## src/rtl/if_id_buffer_pkg.sv

```systemverilog
// Shared types and constants for the IF/ID decoupling buffer.
// The fetch payload struct is used both for FIFO entries and for the ID register.
package if_id_buffer_pkg;

   localparam logic [31:0] NOP_INSTR_DEFAULT = 32'h0000_0000;

   typedef struct packed {
      logic [31:0] pc;
      logic [31:0] instr;
      logic        exc_adel;
   } if_id_t;

   // A bubble keeps the last PC but carries no instruction and no exception.
   function automatic if_id_t make_bubble(input if_id_t cur, input logic [31:0] nop);
      if_id_t b;
      b.pc       = cur.pc;
      b.instr    = nop;
      b.exc_adel = 1'b0;
      return b;
   endfunction

endpackage

```

## src/rtl/if_id_buffer_if.sv

```systemverilog
// Fetch-response / ID-stage bundle between the pipeline and the IF/ID buffer.
// master = pipeline side (fetch unit and hazard unit), slave = the buffer.
interface if_id_buffer_if #(
   parameter int unsigned DEPTH = 2
);
   localparam int unsigned CNT_W = $clog2(DEPTH + 1);

   logic             IF_Valid;
   logic [31:0]      IF_PC;
   logic [31:0]      IF_Instr;
   logic             IF_ExcAdEL;
   logic             IF_Ready;
   logic             ID_Wr;
   logic             ID_Flush;
   logic             ID_Valid;
   logic [31:0]      ID_PC;
   logic [31:0]      ID_Instr;
   logic             ID_ExcAdEL;
   logic [CNT_W-1:0] FIFO_Count;

   modport master (
      output IF_Valid, IF_PC, IF_Instr, IF_ExcAdEL, ID_Wr, ID_Flush,
      input  IF_Ready, ID_Valid, ID_PC, ID_Instr, ID_ExcAdEL, FIFO_Count
   );

   modport slave (
      input  IF_Valid, IF_PC, IF_Instr, IF_ExcAdEL, ID_Wr, ID_Flush,
      output IF_Ready, ID_Valid, ID_PC, ID_Instr, ID_ExcAdEL, FIFO_Count
   );

endinterface

```

## src/rtl/if_id_buffer_fetch_fifo.sv

```systemverilog
// Small FIFO parking fetch returns while the ID register is stalled.
// Occupancy is tracked in its own counter so full and empty never alias.
module fetch_fifo
   import if_id_buffer_pkg::*;
#(
   parameter  int unsigned DEPTH = 2,
   parameter  type         T     = if_id_t,
   localparam int unsigned PTR_W = $clog2(DEPTH),
   localparam int unsigned CNT_W = $clog2(DEPTH + 1)
) (
   input  logic             clk,
   input  logic             rst,
   input  logic             flush,
   input  logic             push,
   input  T                 din,
   input  logic             pop,
   output T                 head,
   output logic [CNT_W-1:0] count,
   output logic             full,
   output logic             empty
);

   T                 mem_r [DEPTH];
   logic [PTR_W-1:0] wr_ptr_r;
   logic [PTR_W-1:0] rd_ptr_r;
   logic [CNT_W-1:0] count_r;
   logic             full_s;
   logic             empty_s;
   logic             do_push_s;
   logic             do_pop_s;

   assign full_s    = (count_r == CNT_W'(DEPTH));
   assign empty_s   = (count_r == CNT_W'(0));
   assign do_push_s = push && !full_s;
   assign do_pop_s  = pop && !empty_s;

   // Storage, pointers and occupancy; flush empties without touching storage.
   always_ff @(posedge clk or posedge rst) begin
      if (rst) begin
         wr_ptr_r <= '0;
         rd_ptr_r <= '0;
         count_r  <= '0;
         for (int i = 0; i < int'(DEPTH); i++) begin
            mem_r[i] <= '0;
         end
      end else if (flush) begin
         wr_ptr_r <= '0;
         rd_ptr_r <= '0;
         count_r  <= '0;
      end else begin
         if (do_push_s) begin
            mem_r[wr_ptr_r] <= din;
            wr_ptr_r        <= wr_ptr_r + PTR_W'(1);
         end
         if (do_pop_s) begin
            rd_ptr_r <= rd_ptr_r + PTR_W'(1);
         end
         case ({do_push_s, do_pop_s})
            2'b10:   count_r <= count_r + CNT_W'(1);
            2'b01:   count_r <= count_r - CNT_W'(1);
            default: count_r <= count_r;
         endcase
      end
   end

   assign head  = mem_r[rd_ptr_r];
   assign count = count_r;
   assign full  = full_s;
   assign empty = empty_s;

endmodule

```

## src/rtl/if_id_buffer.sv

```systemverilog
// IF/ID decoupling buffer: ID register plus a fetch FIFO behind it.
// Flush beats advance beats hold; the FIFO head is always older than same-cycle fetch input.
module if_id_buffer
   import if_id_buffer_pkg::*;
#(
   parameter int unsigned DEPTH     = 2,
   parameter logic [31:0] NOP_INSTR = NOP_INSTR_DEFAULT
) (
   input logic          clk,
   input logic          rst,
   if_id_buffer_if.slave bus
);

   localparam int unsigned CNT_W = $clog2(DEPTH + 1);

   if_id_t           in_s;
   if_id_t           head_s;
   if_id_t           id_r;
   if_id_t           id_next_s;
   logic             id_valid_r;
   logic             id_valid_next_s;
   logic             push_s;
   logic             bypass_s;
   logic             fifo_push_s;
   logic             fifo_pop_s;
   logic             fifo_full_s;
   logic             fifo_empty_s;
   logic [CNT_W-1:0] fifo_count_s;

   assign in_s = '{pc: bus.IF_PC, instr: bus.IF_Instr, exc_adel: bus.IF_ExcAdEL};

   // A full FIFO refuses input even when the same cycle pops.
   assign bus.IF_Ready = !fifo_full_s;
   assign push_s       = bus.IF_Valid && !fifo_full_s && !bus.ID_Flush;
   assign bypass_s     = push_s && bus.ID_Wr && fifo_empty_s;
   assign fifo_push_s  = push_s && !bypass_s;
   assign fifo_pop_s   = !bus.ID_Flush && bus.ID_Wr && !fifo_empty_s;

   fetch_fifo #(
      .DEPTH (DEPTH),
      .T     (if_id_t)
   ) u_fifo (
      .clk   (clk),
      .rst   (rst),
      .flush (bus.ID_Flush),
      .push  (fifo_push_s),
      .din   (in_s),
      .pop   (fifo_pop_s),
      .head  (head_s),
      .count (fifo_count_s),
      .full  (fifo_full_s),
      .empty (fifo_empty_s)
   );

   // Next ID register contents: flush, then oldest available instruction, else hold.
   always_comb begin
      id_next_s       = id_r;
      id_valid_next_s = id_valid_r;
      if (bus.ID_Flush) begin
         id_valid_next_s = 1'b0;
         id_next_s       = make_bubble(id_r, NOP_INSTR);
      end else if (bus.ID_Wr) begin
         if (!fifo_empty_s) begin
            id_valid_next_s = 1'b1;
            id_next_s       = head_s;
         end else if (push_s) begin
            id_valid_next_s = 1'b1;
            id_next_s       = in_s;
         end else begin
            id_valid_next_s = 1'b0;
            id_next_s       = make_bubble(id_r, NOP_INSTR);
         end
      end else begin
         id_valid_next_s = id_valid_r;
         id_next_s       = id_r;
      end
   end

   // ID stage register.
   always_ff @(posedge clk or posedge rst) begin
      if (rst) begin
         id_valid_r <= 1'b0;
         id_r       <= '{pc: 32'h0000_0000, instr: NOP_INSTR, exc_adel: 1'b0};
      end else begin
         id_valid_r <= id_valid_next_s;
         id_r       <= id_next_s;
      end
   end

   assign bus.ID_Valid   = id_valid_r;
   assign bus.ID_PC      = id_r.pc;
   assign bus.ID_Instr   = id_r.instr;
   assign bus.ID_ExcAdEL = id_r.exc_adel;
   assign bus.FIFO_Count = fifo_count_s;

endmodule

```

## src/flat_wrapper.sv

```systemverilog
// flat-port wrapper written by rule: the top's interface ports become plain ports
module if_id_buffer_flat import if_id_buffer_pkg::*;
#(
   parameter int unsigned DEPTH     = 2,
   parameter logic [31:0] NOP_INSTR = NOP_INSTR_DEFAULT
)
  (clk, rst, bus_IF_Valid, bus_IF_PC, bus_IF_Instr, bus_IF_ExcAdEL, bus_ID_Wr, bus_ID_Flush, bus_IF_Ready, bus_ID_Valid, bus_ID_PC, bus_ID_Instr, bus_ID_ExcAdEL, bus_FIFO_Count);
  if_id_buffer_if #(.DEPTH(DEPTH)) bus_i ();
  input logic clk;
  input logic rst;
  input wire logic [$bits(bus_i.IF_Valid)-1:0] bus_IF_Valid;
  input wire logic [$bits(bus_i.IF_PC)-1:0] bus_IF_PC;
  input wire logic [$bits(bus_i.IF_Instr)-1:0] bus_IF_Instr;
  input wire logic [$bits(bus_i.IF_ExcAdEL)-1:0] bus_IF_ExcAdEL;
  input wire logic [$bits(bus_i.ID_Wr)-1:0] bus_ID_Wr;
  input wire logic [$bits(bus_i.ID_Flush)-1:0] bus_ID_Flush;
  output wire logic [$bits(bus_i.IF_Ready)-1:0] bus_IF_Ready;
  output wire logic [$bits(bus_i.ID_Valid)-1:0] bus_ID_Valid;
  output wire logic [$bits(bus_i.ID_PC)-1:0] bus_ID_PC;
  output wire logic [$bits(bus_i.ID_Instr)-1:0] bus_ID_Instr;
  output wire logic [$bits(bus_i.ID_ExcAdEL)-1:0] bus_ID_ExcAdEL;
  output wire logic [$bits(bus_i.FIFO_Count)-1:0] bus_FIFO_Count;
  assign bus_i.IF_Valid = bus_IF_Valid;
  assign bus_i.IF_PC = bus_IF_PC;
  assign bus_i.IF_Instr = bus_IF_Instr;
  assign bus_i.IF_ExcAdEL = bus_IF_ExcAdEL;
  assign bus_i.ID_Wr = bus_ID_Wr;
  assign bus_i.ID_Flush = bus_ID_Flush;
  assign bus_IF_Ready = bus_i.IF_Ready;
  assign bus_ID_Valid = bus_i.ID_Valid;
  assign bus_ID_PC = bus_i.ID_PC;
  assign bus_ID_Instr = bus_i.ID_Instr;
  assign bus_ID_ExcAdEL = bus_i.ID_ExcAdEL;
  assign bus_FIFO_Count = bus_i.FIFO_Count;
  if_id_buffer #(.DEPTH(DEPTH), .NOP_INSTR(NOP_INSTR)) u_core (.clk(clk), .rst(rst), .bus(bus_i));
endmodule
```

## config.mk

```make
export PLATFORM = sky130hd
export DESIGN_NAME = if_id_buffer_flat
export DESIGN_NICKNAME = d
export VERILOG_FILES = /design/src/rtl/if_id_buffer_pkg.sv /design/src/rtl/if_id_buffer_if.sv /design/src/rtl/if_id_buffer_fetch_fifo.sv /design/src/rtl/if_id_buffer.sv /design/src/flat_wrapper.sv
export SDC_FILE = /design/constraint.sdc
export NUM_CORES = 1
export LEC_CHECK = 0
export BUFFER_PORTS_ARGS = -buffer_cell sky130_fd_sc_hd__buf_2
export CAP_MARGIN = 0
export CORE_ASPECT_RATIO = 0.7
export CORE_MARGIN = 1.5
export CORE_UTILIZATION = 32
export DETAILED_ROUTE_END_ITERATION = 12
export PLACE_DENSITY_LB_ADDON = 0.05
export SYNTH_ARGS = -nofsm -noshare
export SYNTH_HDL_FRONTEND = slang
export SYNTH_HIERARCHICAL = 1
export SYNTH_SLANG_ARGS = --single-unit
```

## constraint.sdc

```tcl
create_clock -name clk -period 7.48 [get_ports clk]
set_input_delay 1.496 -clock clk [delete_from_list [all_inputs] [get_ports clk]]
set_output_delay 1.496 -clock clk [all_outputs]
set_load 0.02 [all_outputs]
```

# Word level (Yosys, flattened, before mapping)
# Index checks and enable logic that the tools add are counted.
# Widths: inputs -> output; s select.
dict set report totals {
  in_bits 70
  register_bits 200
  output_inout_bits 69
  elab_cells 68
}
dict set report classes {
  magnitude_cmp 3
  mux 20
  n_bitwise 3
  eq_ne 4
  addsub 4
  n_reduce_logical 21
}
# op n
set op_table {}
lappend op_table {{$mux 65} 6}
lappend op_table {{$bwmux 130} 1}
lappend op_table {{$mux 33} 2}
lappend op_table {{$demux 65 s1} 1}
lappend op_table {{$logic_and 1x1->1} 10}
lappend op_table {{$mux 1} 8}
lappend op_table {{$reduce_bool 2->1} 3}
lappend op_table {{$eq 2x2->1 const B} 2}
lappend op_table {{$ge 2x2->1 const B} 2}
lappend op_table {{$logic_not 1->1} 4}
lappend op_table {{$not 1->2} 2}
lappend op_table {{$pmux 2 s2} 1}
lappend op_table {{$reduce_and 3->1} 1}
lappend op_table {{$reduce_bool 3->1} 1}
lappend op_table {{$add 1x1->1 const B} 2}
lappend op_table {{$add 2x1->2 const B} 1}
lappend op_table {{$eq 2x1->1 const B} 1}
lappend op_table {{$logic_not 2->1} 1}
lappend op_table {{$lt 2x1->1 const B} 1}
lappend op_table {{$mux 2} 1}
lappend op_table {{$ne 2x1->1 const B} 1}
lappend op_table {{$reduce_and 2->1} 1}
lappend op_table {{$sub 2x1->2 const B} 1}
lappend op_table {{$not 1->1} 1}

# Longest topological paths before layout
# Gate-level depths: netlist (run 1).
dict set report logic_depth {
  word_depth 12
  mapped_depth 10
  depth_no_buf 6
}

# Cells and area by module
# Netlist (run 1), hierarchy kept.
# module cells_per_inst area_per_inst_um2 instances seq_area_each_um2
set by_module_without_submodules {}
lappend by_module_without_submodules {fetch_fifo 371 5994.5 1 3353.2}
lappend by_module_without_submodules {if_id_buffer 270 3213.1 1 1651.6}

# Worst setup path before layout (run 1)
# Ideal clock, no wire load.
dict set report synth_timing {
  kind {input port to flip-flop}
  from {in bus_IF_Valid}
  to {reg u_core/u_fifo/mem_r[0] in the netlist's numbering}
  cell_stages 9
  required_time_ps 7355
  n_path_buf 4
  arrival_time_ps 3579
  setup_ps 125
  slack_ps 3776
  path_cell_list {nand2b_1 > clkbuf_1 > clkbuf_1 > a211oi_1 > inv_1 > or4b_1 > buf_6 > buf_6 > mux2_4}
}
dict set report synth_via {
  elab_chain_len 8
}
# element line
set synth_lines {}
lappend synth_lines {{start, declared} flat_wrapper.sv:11} ;# input wire logic [$bits(bus_i.IF_Valid)-1:0] bus_IF_Valid;
lappend synth_lines {{$logic_and 1x1->1 (*) (2 in a row)} if_id_buffer.sv:34} ;# assign push_s = bus.IF_Valid && !fifo_full_s && !bus.ID_Flush;
lappend synth_lines {{$logic_and 1x1->1 (2 in a row)} if_id_buffer.sv:35} ;# assign bypass_s = push_s && bus.ID_Wr && fifo_empty_s;
lappend synth_lines {{$logic_not 1->1} if_id_buffer.sv:36} ;# assign fifo_push_s = push_s && !bypass_s;
lappend synth_lines {{$logic_and 1x1->1 (*)} if_id_buffer.sv:36}
lappend synth_lines {{via u_core.fifo_push_s} if_id_buffer.sv:24} ;# logic fifo_push_s;
lappend synth_lines {{$logic_and 1x1->1 (*)} if_id_buffer_fetch_fifo.sv:34} ;# assign do_push_s = push && !full_s;
lappend synth_lines {{$reduce_and 2->1 (no source line) (*)} --}
lappend synth_lines {{end signal, assigned by index} if_id_buffer_fetch_fifo.sv:52} ;# mem_r[wr_ptr_r] <= din;
lappend synth_lines {{end, declared} if_id_buffer_fetch_fifo.sv:23} ;# T mem_r [DEPTH];
# The timed path passes the listed nets; every way through them passes the cells marked *.
# A chain may end at the register's enable or synchronous reset.

# Worst setup path in the final report (run 1)
dict set report layout_timing {
  from {in bus_IF_Valid}
  to {reg u_core/u_fifo/mem_r[57] in the netlist's numbering}
}
# Same word-level chain as after synthesis.

==> results of run 1 <==
## cell usage in the layout, fill, tap and decap left out, drive strengths merged, types with 3 or more instances in the layout
cell type | Yosys | routed
o21ai | 3 | 3
nand2b | 14 | 14
buf | 28 | 148
a2bb2oi | 32 | 32
inv | 4 | 4
clkinv | 1 | 4
o221a | 21 | 21
and2 | 33 | 33
a21oi | 3 | 3
dfrtp | 200 | 200
mux2 | 195 | 195
clkbuf | 21 | 21
o22ai | 11 | 11
nor2b | 24 | 24
nor2 | 4 | 4
a221o | 33 | 33
bufinv | 0 | 6
## metrics by stage
stage / total power (W) / utilization [%] / cells
2_1_floorplan: 0.001831 / - / 641
3_3_place_gp: 0.001988 / 36.30 / 1111
3_5_place_dp: 0.002015 / 36.30 / 1111
4_1_cts: 0.003101 / 38.71 / 1143
5_1_grt: 0.003218 / 38.71 / 1143
6_report: 0.003064 / 38.71 / 1143
## cell families after synthesis
family / Yosys count / share of synthesized area (%)
flip-flops: 200 / 54.36
XOR/XNOR: 1 / 0.09514
AND/OR/NAND/NOR: 84 / 5.748
multiplexers: 195 / 25.89
buffers and inverters: 54 / 3.329
AO/OA/AOI/OAI: 107 / 10.59
## routing by layer
metal	wire, um	up-vias
met5	45	-
met4	240	6
met3	1063	24
met2	11580	110
met1	11970	3109
li1	-	2612
## flip-flops by register name (all words and copies together), names as in the netlist
| register | flops |
|---|---|
| u_core/bus.ID_Valid | 1 |
| u_core/u_fifo/mem_r | 130 |
| u_core/bus.ID_PC | 32 |
| u_core/u_fifo/rd_ptr_r | 1 |
| u_core/bus.ID_ExcAdEL | 1 |
| u_core/u_fifo/wr_ptr_r | 1 |
| u_core/u_fifo/count | 2 |
| u_core/bus.ID_Instr | 32 |
## critical path, stage by stage
cell	delay [ns]
buf_2	0.08
nand2b_1	0.05
buf_4	0.29
a211oi_1	0.53
inv_1	0.21
or4b_4	0.87
buf_4	0.47
mux2_4	0.38
## power by group through the flow
| stage | Sequential, W | Clock, W | Combinational, W |
|---|---|---|---|
| after floorplan | 0.00144 | 0 | 0.000392 |
| after global placement | 0.00141 | 0 | 0.000583 |
| after detailed placement | 0.00142 | 0 | 0.000600 |
| after CTS | 0.00140 | 0.00110 | 0.000602 |
| after global routing | 0.00142 | 0.00115 | 0.000645 |
| final | 0.00140 | 0.00107 | 0.000593 |
## layout make-up
class,count,area [um2]
fillers,2675,17210
multi-input cells,387,3928
repair buffers,148,765.7
clock buffers,21,460.4
clock inverters,11,217.7
inverters,5,25.02
flip-flops and latches,200,5009
well taps,371,464.2
## worst paths after layout
check | from | to | slack (ns) | depth (start not counted)
setup / recovery | bus_IF_Valid | u_core/u_fifo/mem_r[57] | 3.38 | 8
hold / removal | u_core/u_fifo/mem_r[64] | u_core/u_fifo/mem_r[64] | 0.50 | 1
setup reg to reg | u_core/u_fifo/count[1] | u_core/u_fifo/mem_r[57] | 3.70 | 8
hold reg to reg | u_core/u_fifo/mem_r[64] | u_core/u_fifo/mem_r[64] | 0.50 | 1
max in group asynchronous | rst | u_core/u_fifo/rd_ptr_r | 4.76 | 3
min in group asynchronous | rst | u_core/u_fifo/mem_r[79] | 1.17 | 2
==> run metrics, run 1 <==
TritonCTS clock tree=done; IO Port Bufs=~140; Worst Setup End Kind=flip-flop; Syn Nets=around 700; post-synthesis register bit count=200; Synth area leaders=dfrtp_1 54%, mux2_2 18%, mux2_4 8.2%; largest net degree at the start of global routing=75; fin area=10870 um2; first-pass GRT wire length=39180 um; Final min period=slightly above 4 ns; Final Hold Viols=0; register share of total power=45.6%; iteration count of the initial detailed-routing pass=4; post-cts resize count=0; Clock Skew=0.006856 ns; switching share of power=26.04%; Avg Inst Size Synth=around 14 um2; Synth async-reset ratio=100.0%; clock root buffer=clkbuf_16; Synth top area share=54.36%; Worst Tran Pin Value=roughly 1.2 ns; Rel. slew slack=between 10% and 20%; leading area contributor after synthesis=dfrtp_1; post-route ant nets=0; Iteration-0 DRC Markers=~230; number of global-route vias before repair=between 6000 and 7000; DPL Wire Length=14530 um; Power Internal=between 0.002 and 0.0025 W; Max clock buf depth=2; Area growth, synth to finish=18.05%; post-synthesis instance area=about 9200 um2; layout net count=between 800 and 900; PwrDens=281.9 nW/um2; fin. max-slew vios=0; busiest grt layer=met2; Routed WL=roughly 25000 um; DRC errors left=0; Worst Slack Setup Final=3.376 ns; most frequent cell after synthesis=dfrtp_1; final setup vio count=0; GP Congestion=0.7254; hold-fix buffers at CTS=0; final hold slack=0.5025 ns; CP required=approximately 7.8 ns; YS warnings=6; setup TNS=0 ns; Initial Utilization=32.79%; leakage=5.137 nW; DR vias=a little under 6000; Net Switching=between 0.0007 and 0.0008 W; Clock Latency Late Sink=~0.43 ns; # IOs=between 100 and 150; initial antenna violation count=3; Setup Slack @ Placement=2.945 ns; M2 GR Usage=between 20% and 30%; crit share post-route=54.86%; Core Region=between 20000 and 30000 um2; GRT Util Overall=around 17%; area of the die=between 20000 and 30000 um2; CP max FO=37; fmax=roughly 0.24 GHz; clock network fraction of total power=a little over a third; HP Class=flip-flop to flip-flop; share of layout cells above drive strength 1=a little over half; total CTS buffers=17; CP Data Arrival Time=between 4 and 5 ns; synthesized instance count=641; VDD IR-drop max=roughly 0.00014 V; clock slew at reported path FFs=about 0.070 ns; Die Height=144.9 um; Placed Area=10190 um2; met3 usage=between 4 and 5%; global-route met1 utilization=about a quarter; row cnt=between 50 and 60; critical path class=input port to flip-flop; post-DR vias/cell=5.128; grt ovf=0; Comb power frac=19.4%; sequential area share after synthesis=a little over half; Setup Fix Bufs, Post-CTS=0; crit start category=input port; RSZ-0062 raised after global routing=no; H-Tree Depth=4; Netlist cell types=33; TritonCTS Sinks=200; Synth top cells by count=200 x dfrtp_1, 145 x mux2_2, 50 x mux2_4, 33 x a221o_1, 33 x and2_1; Post-synth EDFFs=0; maxcap violations=0; Post-synth top flop=dfrtp_1; WL per Instance=about 22 um; ANT cells=0; status=completed; Die Width=approximately 200 um
No activity file was read; power rests on OpenSTA's default activity.
==> inputs of run 2 (changes only) <==
- ABC_AREA: not set -> 1
- clock period: 7.48 -> 3.9 ns (I/O delays scaled with it)
==> run 2 against run 1 <==
  * Via count increased by 33%
  * Total power increased by 80%
  * Register-to-register slack got worse by 2.4 ns
  * Utilization decreased by 0.93 points
  * Area after synthesis increased by 4.6%
  * Combinational power increased by 89%
  * Die area increased by 4.6%
  * Synthesized cell count increased by 97%
  * Non-clock buffer count increased by 5
  * Cell count increased by 53%
  * Count of clock-buffer cells in the layout increased by 1
  * Sequential cell count unchanged
  * Largest cell class unchanged
  * Largest power group unchanged
==> run metrics, run 2 <==
Max clock buf depth=2; slowest stage delay, CP=~0.57 ns; fin. max-slew vios=0; worst-path cell chain=nor2_4, inv_4, nor2_8, nor2_1, inv_1, a21oi_4, nand3_4, buf_4, nand2_1, o21ai_1; iteration count of the initial detailed-routing pass=5; leading area contributor after synthesis=dfrtp_1; Core Region=about 30000 um2; post-synthesis xor/xnor area fraction=0%; CP Data Arrival Time=roughly 2.9 ns; Die Width=210.4 um; layout net count=about 1400; Post-Synth Adder-Cell Area=0%; Avg Inst Size Synth=7.629 um2; Worst Tran Pin Value=0.9508 ns; critical path class=flip-flop to flip-flop; ANT cells=0; Design Power=around 0.0055 W; post-DR vias/cell=approximately 4.5; total CTS buffers=17; CP required=approximately 4.2 ns; post-route ant nets=0; share of layout cells above drive strength 1=16.72%; Rel. slew slack=between 30% and 40%; Routed WL=about 26000 um; leakage=approximately 6.3 nW; Iteration-0 DRC Markers=approximately 630; H-Tree Depth=4; Final min period=approximately 2.6 ns; Worst Slack Setup Final=around 1.3 ns; Clock Latency Late Sink=~0.45 ns; TritonCTS clock tree=done; setup TNS=0 ns; PwrDens=~500 nW/um2; # IOs=139; Biggest register=u_core/u_fifo/mem_r; clock slew at reported path FFs=roughly 0.07 ns; Setup Slack @ Placement=1.119 ns; compound-gate portion of the synthesized area=just over 10%; commonest cells after routing, fill and taps aside=596 x nand2_1, 199 x dfrtp_1, 138 x buf_2; post-cts resize count=0; HP Class=input port to asynchronous set/reset pin; Synth async-reset ratio=100.0%; grt ovf=0; final setup vio count=0; GRT Util Overall=18.01%; number of global-route vias before repair=between 7000 and 8000; largest family of logic cells by synthesized area=simple AND/OR/NAND/NOR gates; YS warnings=6; RSZ-0062 raised after global routing=no; most frequent cell after synthesis=nand2_1; synthesized instance count=roughly 1300; Final Hold Viols=0; crit start category=flip-flop; status=completed; Die Height=~150 um; largest net degree at the start of global routing=~140; fmax=0.3852 GHz; Core Util, Final=37.79%; Initial Utilization=32.91%; DPL Wire Length=roughly 16000 um; WL per Instance=approximately 15 um; DRC errors left=0; Netlist cell types=24; TritonCTS Sinks=200; final hold slack=around 0.47 ns; VDD IR-drop max=~0.00025 V; Synth area leaders=dfrtp_1 52%, nand2_1 23%, inv_1 5.4%; Worst Setup End Kind=flip-flop; GP Congestion=between 0.7 and 0.8; Largest register FFs=between 100 and 150; commonest non-fill, non-tap cell in the layout=nand2_1; post-synthesis instance area=9635 um2; Setup Fix Bufs, Post-CTS=0; Area growth, synth to finish=14.82%; row cnt=52; CP max-delay cell=dfrtp_1; clock root buffer=clkbuf_16; Post-synth EDFFs=0; CP bufs+invs=3; hold-fix buffers at CTS=0; Post-synth top flop=dfrtp_1; Synth top area share=~52%; Synth top cells by count=596 x nand2_1, 200 x dfrtp_1, 139 x inv_1, 91 x o21ai_1, 42 x o21ai_0; post-synthesis register bit count=200; crit share post-route=66.56%; multiplexer share of the synthesized area=0%; Clock Skew=between 0.009 and 0.01 ns; Syn Nets=roughly 1300; sequential area share after synthesis=~52%; initial antenna violation count=1; DR vias=between 7000 and 8000; CP max FO=36; CP top delay family=buffers and inverters; area of the die=31180 um2; simple-gate share of the synthesized area=27.74%; maxcap violations=0; IO Port Bufs=between 100 and 150; first-pass GRT wire length=between 40000 and 50000 um
## run 2: changes by cell type after synthesis, sizes merged, moves of 24 or more
cell and delta:
a2bb2oi -32, nand3 +33, mux2 -195, o21ai +131, nand2 +599, nor2b -24, inv +139, and2 -33
a221o -33, nor2 +37, a21oi +33
## run 2: kinds of logic (layout without fill, tap and decap cells)
family,Yosys count,count (layout)
flip-flops,200,200
AO/OA/AOI/OAI,170,170
buffers and inverters,213,326
AND/OR/NAND/NOR,680,680
## run 2: worst register-to-register path, cell delays in order, from the launching register on
cell and delay [ns]:
dfrtp_1 0.57, nor2_4 0.09, inv_4 0.38, nor2_8 0.07, nor2_1 0.16, inv_1 0.10, a21oi_4 0.20, nand3_4 0.35
buf_4 0.40, nand2_1 0.10, o21ai_1 0.06
## run 2: routing by layer
layer	track usage, %	wire length [um]	share of wire (%)
met5	0	0	0
met1	26.71	14160	54
met3	3.188	877	3.3
met4	4.714	280	1.1
met2	27.04	11020	42
## run 2: path summary, 6_finish.rpt
check / cells past startpoint / endpoint / slack, ns / startpoint
max: 10 / u_core/u_fifo/mem_r[31] / 1.30 / u_core/u_fifo/count[1]
min: 2 / u_core/bus.ID_Instr[25] / 0.47 / rst
max reg2reg: 10 / u_core/u_fifo/mem_r[31] / 1.30 / u_core/u_fifo/count[1]
min reg2reg: 2 / u_core/bus.ID_PC[27] / 0.47 / u_core/bus.ID_PC[27]
max in group asynchronous: 3 / u_core/bus.ID_PC[22] / 2.47 / rst
min in group clk: 2 / u_core/bus.ID_PC[27] / 0.47 / u_core/bus.ID_PC[27]
## run 2: final cells by class
type,instances,area (um2)
Multi-Input combinational cell,850,3675
Timing Repair Buffer,153,840.8
Clock inverter,8,50.05
Tap cell,378,473.0
Fill cell,3127,18220
Inverter,143,544.3
Clock buffer,22,474.2
Sequential cell,200,5006
## run 2: power breakdown
part           switching, W  internal (W)
combinational      0.000715      0.000410
sequential         0.000230       0.00252
clock              0.000802      0.000856
total               0.00175       0.00378
## run 2: through the flow
stage	std cells	instance area, um2
final	1754	11060
after global routing	1754	11060
after CTS	1754	11060
after detailed placement	1724	10540
after global placement	1724	10540
after floorplan	1263	9639
==> inputs of run 3 (changes only) <==
- clock period: 3.9 -> 2.5 ns (I/O delays scaled with it)
==> run 3 against run 2 <==
  * Via count is 0.40% higher
  * Die area stayed put
  * Clock skew is 0.0013 ns higher
  * Total power is 61% higher
  * Worst hold slack worse by 0.22 ns
  * Maximum frequency is 14% higher
  * Sequential power is 56% higher
  * Global-route usage is 0.16 points higher
  * Wire length is 1.2% higher
  * Critical path depth is 2 higher
  * Highest routed layer unchanged
  * Count of clock-buffer cells in the layout is 5 lower
==> run metrics, run 3 (same netlist as run 2, synthesis figures left out) <==
status=completed; maxcap violations=0; Die Width=approximately 210 um; Final Hold Viols=0; Design Power=between 0.008 and 0.009 W; GP Congestion=0.7269; grt ovf=0; Net Switching=about 0.0028 W; Routed WL=roughly 27000 um; number of global-route vias before repair=just under 8000; Clock Skew=about 0.011 ns; ANT cells=0; Clock Latency Late Sink=about 0.45 ns; Setup Slack @ Placement=0.2866 ns; clock root buffer=clkbuf_16; clock slew at reported path FFs=0.08 ns; share of layout cells above drive strength 1=17.51%; CP Data Arrival Time=around 2.6 ns; post-route ant nets=0; TritonCTS clock tree=done; row cnt=52; IO Port Bufs=138; DRC errors left=0; Power Internal=0.006084 W; setup TNS=0 ns; clock network fraction of total power=approximately 32%; # IOs=around 140; area of the die=roughly 31000 um2; switching share of power=between 30% and 40%; iteration count of the initial detailed-routing pass=5; fin. max-slew vios=0; Die Height=148.2 um; HP Class=input port to flip-flop; layout net count=approximately 1400; CP max FO=58; Area growth, synth to finish=17.04%; Final min period=2.268 ns; critical path class=flip-flop to flip-flop; number of fill cells=3150; initial antenna violation count=0; leakage=between 6 and 7 nW; H-Tree Depth=4; total CTS buffers=17; commonest non-fill, non-tap cell in the layout=nand2_1; PwrDens=791.3 nW/um2; Iteration-0 DRC Markers=441; DPL Wire Length=~16000 um; largest net degree at the start of global routing=74; final hold slack=about 0.26 ns; post-DR vias/cell=4.442; Rel. slew slack=approximately 48%; Core Region=between 20000 and 30000 um2; Placed Area=~11000 um2; Worst Slack Setup Final=around 0.23 ns; Largest register FFs=130; final setup vio count=0; crit share post-route=90.71%; DR vias=between 7000 and 8000; register share of total power=a little under half; GRT Util Overall=18.17%; first-pass GRT wire length=43570 um; CP required=2.80 ns; VDD IR-drop max=0.0004206 V; commonest cells after routing, fill and taps aside=596 x nand2_1, 199 x dfrtp_1, 138 x buf_2; fin area=11280 um2; Biggest register=u_core/u_fifo/mem_r; fmax=0.4410 GHz; crit start category=flip-flop; TritonCTS Sinks=200; Worst Setup End Kind=flip-flop; RSZ-0062 raised after global routing=no; WL per Instance=roughly 15 um; Comb power frac=around 20%; Worst Tran Pin Value=0.7823 ns; Max clock buf depth=2; Initial Utilization=around a third
[run 3: cell types whose count changed in the layout (fill, tap and decap cells not counted), moves of 2 or more]
cell / change
buf_12: +5
inv_6: +5
buf_4: +3
clkbuf_8: -3
clkinv_2: -3
clkinv_4: +3
bufinv_16: +2
clkbuf_1: -2
[run 3: through the flow]
stage                     instances  utilization [%]
final                          1766            38.52
after CTS                      1766            38.50
after floorplan                1263                -
after detailed placement       1733            36.44
after global routing           1766            38.52
after global placement         1733            36.44
[run 3: path summary, 6_finish.rpt]
kind                                        start                        to  slack, ns  cells past startpoint
setup reg to reg           u_core/u_fifo/count[0]  u_core/u_fifo/mem_r[109]       0.23                     12
hold reg to reg              u_core/bus.ID_PC[10]      u_core/bus.ID_PC[10]       0.48                      2
hold / removal                    bus_IF_Instr[2]    u_core/bus.ID_Instr[2]       0.26                      3
setup / recovery           u_core/u_fifo/count[0]  u_core/u_fifo/mem_r[109]       0.23                     12
min in group asynchronous                     rst   u_core/u_fifo/mem_r[90]       0.58                      3
max in group asynchronous                     rst      u_core/bus.ID_PC[17]       1.12                      4
[run 3: what timing repair did]
action	4_1_cts	5_1_grt
endpoints found under the setup margin	0	1
resized for setup	0	1
buffers inserted	0	0
hold buffers	1	0
hold endpoints to repair	1	0
[run 3: layout make-up]
| type | count | area, um2 | share of cell area, % |
|---|---|---|---|
| flip-flops and latches | 200 | 5006 | 44.39 |
| well taps | 378 | 473.0 | 4.194 |
| clock inverters | 15 | 168.9 | 1.498 |
| repair buffers | 163 | 984.7 | 8.732 |
| clock buffers | 17 | 425.4 | 3.772 |
| multi-input cells | 850 | 3675 | 32.59 |
| inverters | 143 | 544.3 | 4.826 |
[run 3: critical path, cell delays in order (launching register included)]
cell	delay, ns
dfrtp_1	0.48
inv_2	0.10
nand2_1	0.09
inv_1	0.09
nor2_4	0.16
nand2_4	0.09
nor2_8	0.08
nor2_1	0.05
inv_1	0.12
a21oi_4	0.07
nand2_4	0.08
buf_4	0.48
o21ai_0	0.18
[run 3: power by group through the flow]
stage                     clock network [W]  registers [W]  logic, W
after floorplan                           0        0.00444   0.00113
after global placement                    0        0.00434   0.00179
after detailed placement                  0        0.00434   0.00182
after CTS                           0.00299        0.00429   0.00182
after global routing                0.00312        0.00438   0.00208
final                               0.00286        0.00429   0.00178
[run 3: layer usage]
| layer | global-route usage [%] | up-vias | routed length [um] |
|---|---|---|---|
| li1 | - | 4066 | - |
| met1 | 27.36 | 3651 | 14310 |
| met2 | 26.94 | 112 | 11290 |
| met3 | 3.463 | 15 | 854 |
| met4 | 4.071 | 0 | 199 |
| met5 | 0 | - | 0 |
